## config.mk

```make
export PLATFORM = sky130hd
export DESIGN_NAME = memory_interface_ctrl
export DESIGN_NICKNAME = d
export VERILOG_FILES = /design/src/rtl/memory_interface_ctrl.sv
export SDC_FILE = /design/constraint.sdc
export NUM_CORES = 1
export LEC_CHECK = 0
export CORE_MARGIN = 2
export CORE_UTILIZATION = 41
export DETAILED_ROUTE_END_ITERATION = 10
export PLACE_DENSITY_LB_ADDON = 0.25
export SKIP_CTS_REPAIR_TIMING = 1
export SYNTH_ARGS = -nofsm -noshare
export SYNTH_HDL_FRONTEND = slang
export SYNTH_SLANG_ARGS = --single-unit
```

## constraint.sdc

```tcl
create_clock -name clk -period 2.8 [get_ports clk]
set_input_delay 0.42 -clock clk [delete_from_list [all_inputs] [get_ports clk]]
set_output_delay 0.42 -clock clk [all_outputs]
set_load 0.05 [all_outputs]
```

## src/rtl/memory_interface_ctrl.sv

```systemverilog
// Memory transaction sequencer between control unit, MAR/MDR and external RAM.
// Runs one read or write per request, with ready-handshake wait states and timeout.
module memory_interface_ctrl #(
  parameter int unsigned ADDR_WIDTH = 9,
  parameter int unsigned DATA_WIDTH = 32,
  parameter int unsigned MAX_WAIT   = 15
) (
  input  logic                  clk,
  input  logic                  clr,
  input  logic                  mem_read_req,
  input  logic                  mem_write_req,
  input  logic [ADDR_WIDTH-1:0] mar_addr,
  input  logic [DATA_WIDTH-1:0] mdr_q,
  input  logic [DATA_WIDTH-1:0] ram_rdata,
  input  logic                  ram_ready,
  output logic [ADDR_WIDTH-1:0] ram_addr,
  output logic [DATA_WIDTH-1:0] ram_wdata,
  output logic                  ram_re,
  output logic                  ram_we,
  output logic [DATA_WIDTH-1:0] MDataIn,
  output logic                  MDR_read,
  output logic                  MDR_enable,
  output logic                  mem_busy,
  output logic                  mem_done,
  output logic                  mem_err
);

  localparam int unsigned CW = (MAX_WAIT < 1) ? 1 : $clog2(MAX_WAIT + 1);

  typedef enum logic [2:0] {
    IDLE,
    RD_WAIT,
    RD_LOAD,
    WR_WAIT,
    DONE,
    ERR
  } state_t;

  state_t        state, state_nxt;
  logic [CW-1:0] wait_cnt;
  logic          timeout;

  assign timeout = (wait_cnt == CW'(MAX_WAIT));

  always_ff @(posedge clk or negedge clr) begin
    if (!clr) state <= IDLE;
    else      state <= state_nxt;
  end

  // Read request has priority; a simultaneous write request is dropped.
  always_comb begin
    state_nxt = state;
    case (state)
      IDLE: begin
        if (mem_read_req)       state_nxt = RD_WAIT;
        else if (mem_write_req) state_nxt = WR_WAIT;
      end
      RD_WAIT: begin
        if (ram_ready)    state_nxt = RD_LOAD;
        else if (timeout) state_nxt = ERR;
      end
      RD_LOAD: state_nxt = DONE;
      WR_WAIT: begin
        if (ram_ready)    state_nxt = DONE;
        else if (timeout) state_nxt = ERR;
      end
      DONE:    state_nxt = IDLE;
      ERR:     state_nxt = IDLE;
      default: state_nxt = IDLE;
    endcase
  end

  always_ff @(posedge clk or negedge clr) begin
    if (!clr) begin
      ram_addr  <= '0;
      ram_wdata <= '0;
      MDataIn   <= '0;
      wait_cnt  <= '0;
    end else begin
      case (state)
        IDLE: begin
          if (mem_read_req || mem_write_req) begin
            ram_addr <= mar_addr;
            wait_cnt <= '0;
          end
          if (!mem_read_req && mem_write_req) ram_wdata <= mdr_q;
        end
        RD_WAIT: begin
          if (ram_ready)     MDataIn  <= ram_rdata;
          else if (!timeout) wait_cnt <= wait_cnt + CW'(1);
        end
        WR_WAIT: begin
          if (!ram_ready && !timeout) wait_cnt <= wait_cnt + CW'(1);
        end
        default: ;
      endcase
    end
  end

  assign ram_re     = (state == RD_WAIT);
  assign ram_we     = (state == WR_WAIT);
  assign MDR_read   = (state == RD_LOAD);
  assign MDR_enable = (state == RD_LOAD);
  assign mem_busy   = (state != IDLE);
  assign mem_done   = (state == DONE) || (state == ERR);
  assign mem_err    = (state == ERR);

endmodule
```

==> results list, run 1 <==
* Outcome: completed
* TritonCTS clock tree: yes
- Counting flops and latches in the post-synthesis netlist gives 80.
* Die Width: 93.96 um
* Type of the worst setup path: flop to output port
* Register Area: 2002 um^2
* RSZ-0062 raised after global routing: false
- In this run, distinct cell masters in the synthesized netlist total 34.
- Each instance of the synthesized netlist takes up on average 15.88 um^2.
- The top cell type by area accounts for 60.33% of the synthesized area.
- The die covers 8828 um^2.
- Post-synth EDFFs: 0
- Total wire length: 7894 um
* Largest cells by area after synthesis: sky130_fd_sc_hd__dfrtp_1 (60%), sky130_fd_sc_hd__mux2_2 (15%), sky130_fd_sc_hd__mux2_4 (14%)
- The routed layout has 2307 vias.
- Post-route antenna net violation count: 0
- XOR/XNOR share of the synthesized area: 0%
- Cell count after synthesis: 209
* Data required time of the critical path: 2.38 ns
- The count of final hold-check violations came to 0.
- On the final layout, the worst hold slack is 0.2348 ns.
* Data arrival time of the worst path: 2.05 ns
- In this run, CTS created clock tree buffers numbering 9.
* CTS sink count: 80
- At the pin with the least slew margin, the transition time is 1.023 ns.
- After the last flow step, the layout net total stands at 447.
- By count the netlist is led by sky130_fd_sc_hd__dfrtp_1 (80), sky130_fd_sc_hd__mux2_2 (43), sky130_fd_sc_hd__mux2_4 (30), sky130_fd_sc_hd__a21oi_1 (5), sky130_fd_sc_hd__inv_1 (5).
* Maximum resistive drop on vdd: 0.7446 mV
- Detailed-routing iteration count for the pre-antenna-repair pass: 4
- Setup violations remaining at the end of the flow were counted as 0.
- In this run the worst hold path is classified as primary input to async pin.
- Wire length per cell after detailed routing: 16.65 um
- Area of the core region: 7767 um^2
- Max-cap violations: 0
- The post-route netlist has 25.54% of its cells at a drive strength greater than 1.
- Critical path startpoint category: flop
* Largest buffer count on any clock path: 2
- Cell type with the largest total area after synthesis: sky130_fd_sc_hd__dfrtp_1
- Routability congestion estimate from global placement: 0.7558
- The tree is rooted in a sky130_fd_sc_hd__clkbuf_8.
- Synthesized-area fraction occupied by ao, oa, aoi and oai cells: 2.903%
- Maximum clock frequency: 0.4054 GHz
- At the end of the flow the core is filled with cells to 65.61%.
* Share of the cycle needed by the critical path after routing: 88.11%
* Total routing usage reported by global routing: 18.32%
* H-Tree Depth: 3
- Diode count: 0
- First DRT Iteration DRCs: 65
* FF-to-FF End: ram_wdata[14]
- FF-to-FF path depth: 4
- The floorplan has 32 rows.
- Adder-cell area share of the yosys netlist: 0.3771%
* I/O pin count: 158
* Setup Total Neg Slack: 0 ns
- Wire length of the first global-routing pass: 12410 um
- Max-Slew Margin vs Limit: 31.83%
- Entering global routing, the biggest net connects 81 pins.
* FF-to-FF setup slack: 0.57 ns
- Area used by multi-input combinational logic: 1184 um^2
- Via density per instance: 4.867
- The number of global-route vias before repair was 2414.
* Height of the die: 93.96 um
* Final worst path period need: 2.467 ns
- Endpoint type of the worst setup path: output port
* Area fraction in and, or, nand and nor cells after synthesis: 4.223%
- Dividing total power by cell area gives a power density of 1450 nW/um^2.
* Cell with the most instances after synthesis: sky130_fd_sc_hd__dfrtp_1
* Top FF cell, synth: sky130_fd_sc_hd__dfrtp_1
- Along the worst path, the maximum fanout reaches 10.
- In the synthesized netlist the async set-or-reset flop fraction comes to 100.0%.
* Nets in the synthesized netlist: 288
- After synthesis, flip-flops and latches occupy 60.33% of the total area.
- After synthesis, the share of cell area in mux cells is 28.17%.
- For this configuration, the core starts out at a cell density of 42.72%.
* Half-perimeter wire length after placement: 5817 um
- Fill cells in the final layout number 618.
- Lkg Pwr: 0.002214 uW
- Total DRC errors in the routed layout: 0
- For this run, the number of Yosys warnings is 0.
- Slew Limit Fails: 0
- Worst Skew: 0.01264 ns
* Signed area change from the synthesized netlist to the final layout: 53.58%
- The total overflow left after global routing is 0.
* Clock transition at the registers of the reported paths: 0.09 ns
- The initial antenna violation count was 0.
- Mapped Area: 3318 um^2
* Clock latency on the worst-skew pair: 0.34 ns
- By area, the combinational part of the netlist is dominated by multiplexers.
- The count of buffers added on input and output ports is 157.
- Reg2reg start: state[0]
[cell families after synthesis]
| logic type | Yosys count |
|---|---|
| flops | 80 |
| simple gates | 24 |
| compound gates | 15 |
| mux | 73 |
| buf+inv | 16 |
| fa+ha+maj | 1 |
[how the worst max path moves through the flow]
stage | from | to | slack [ns] | cells after the start
after floorplan | state[2] | MDataIn[0] | 0.03 | 6
after global placement | mem_write_req | ram_wdata[17] | 0.60 | 4
after detailed placement | mem_write_req | ram_wdata[9] | 0.58 | 4
after CTS | state[1] | MDR_enable | 0.30 | 3
after global routing | state[1] | MDR_enable | 0.20 | 3
final | state[2] | ram_we | 0.33 | 3
[final cells by class]
class                      instances  share of cell area [%]
clock buffer                      11                   2.971
clock inverter                     4                  0.5647
inverter                           5                  0.3683
multi-input combinational        113                   23.23
sequential                        80                   39.28
tap                              102                   2.504
timing repair buffer             159                   31.08
[registers in the layout, indices dropped and copies added (netlist names)]
signal,cells
ram_wdata,32
ram_addr,9
MDataIn,32
state,3
wait_cnt,4
[through the flow]
step	area, um^2	total power [uW]	setup slack, ns	cells
2_1_floorplan	3318	5186	0.02721	209
3_5_place_dp	4916	6666	0.5781	459
6_report	5096	7390	0.3330	474
3_3_place_gp	4916	6582	0.6048	459
4_1_cts	5096	7470	0.3040	474
5_1_grt	5096	7717	0.2005	474
[metal layers]
layer	share of wire [%]	vias to the layer above	GRT usage, %
li1	-	1053	-
met1	42	1149	23.11
met2	50	99	30.65
met3	7.6	6	4.735
met4	0.89	0	6.159
met5	0	-	0
[power by group]
part / switching (uW) / internal [uW] / leakage, uW
registers: 331 / 1730 / 0.000960
logic: 2770 / 1780 / 0.00117
clock network: 411 / 368 / 0.0000878
total: 3510 / 3880 / 0.00221
[critical path, stage by stage (launching register included)]
cell                              delay, ns
sky130_fd_sc_hd__dfrtp_1               0.48
sky130_fd_sc_hd__nand2b_1              0.26
sky130_fd_sc_hd__nor2_1                0.14
sky130_fd_sc_hd__clkdlybuf4s50_1       0.83
[placed cells by master, fill, tap and decap left out, types with 2 or more instances in the layout]
cell type | Yosys | final
sky130_fd_sc_hd__a21oi_1 | 5 | 5
sky130_fd_sc_hd__and3_1 | 2 | 2
sky130_fd_sc_hd__buf_4 | 1 | 3
sky130_fd_sc_hd__clkbuf_8 | 0 | 11
sky130_fd_sc_hd__clkdlybuf4s50_1 | 0 | 156
sky130_fd_sc_hd__clkinvlp_4 | 0 | 2
sky130_fd_sc_hd__dfrtp_1 | 80 | 80
sky130_fd_sc_hd__inv_1 | 5 | 5
sky130_fd_sc_hd__mux2_2 | 43 | 43
sky130_fd_sc_hd__mux2_4 | 30 | 30
sky130_fd_sc_hd__nand3_1 | 3 | 3
sky130_fd_sc_hd__nor2_1 | 4 | 4
sky130_fd_sc_hd__nor2b_1 | 2 | 2
sky130_fd_sc_hd__nor3b_1 | 2 | 2
sky130_fd_sc_hd__o21ai_0 | 3 | 3
sky130_fd_sc_hd__or3_1 | 2 | 2
Power figures use the tool's default switching activity.
==> run 2: changes to the inputs <==
- SKIP_LAST_GASP: not set -> 1
==> results of run 2 <==
Final layout, timing and power as in run 1 (identical DEF).
==> run 3: changes to the inputs <==
- GPL_ROUTABILITY_DRIVEN: not set -> 0
==> results of run 3 <==
Final layout, timing and power as in run 1 (identical DEF).
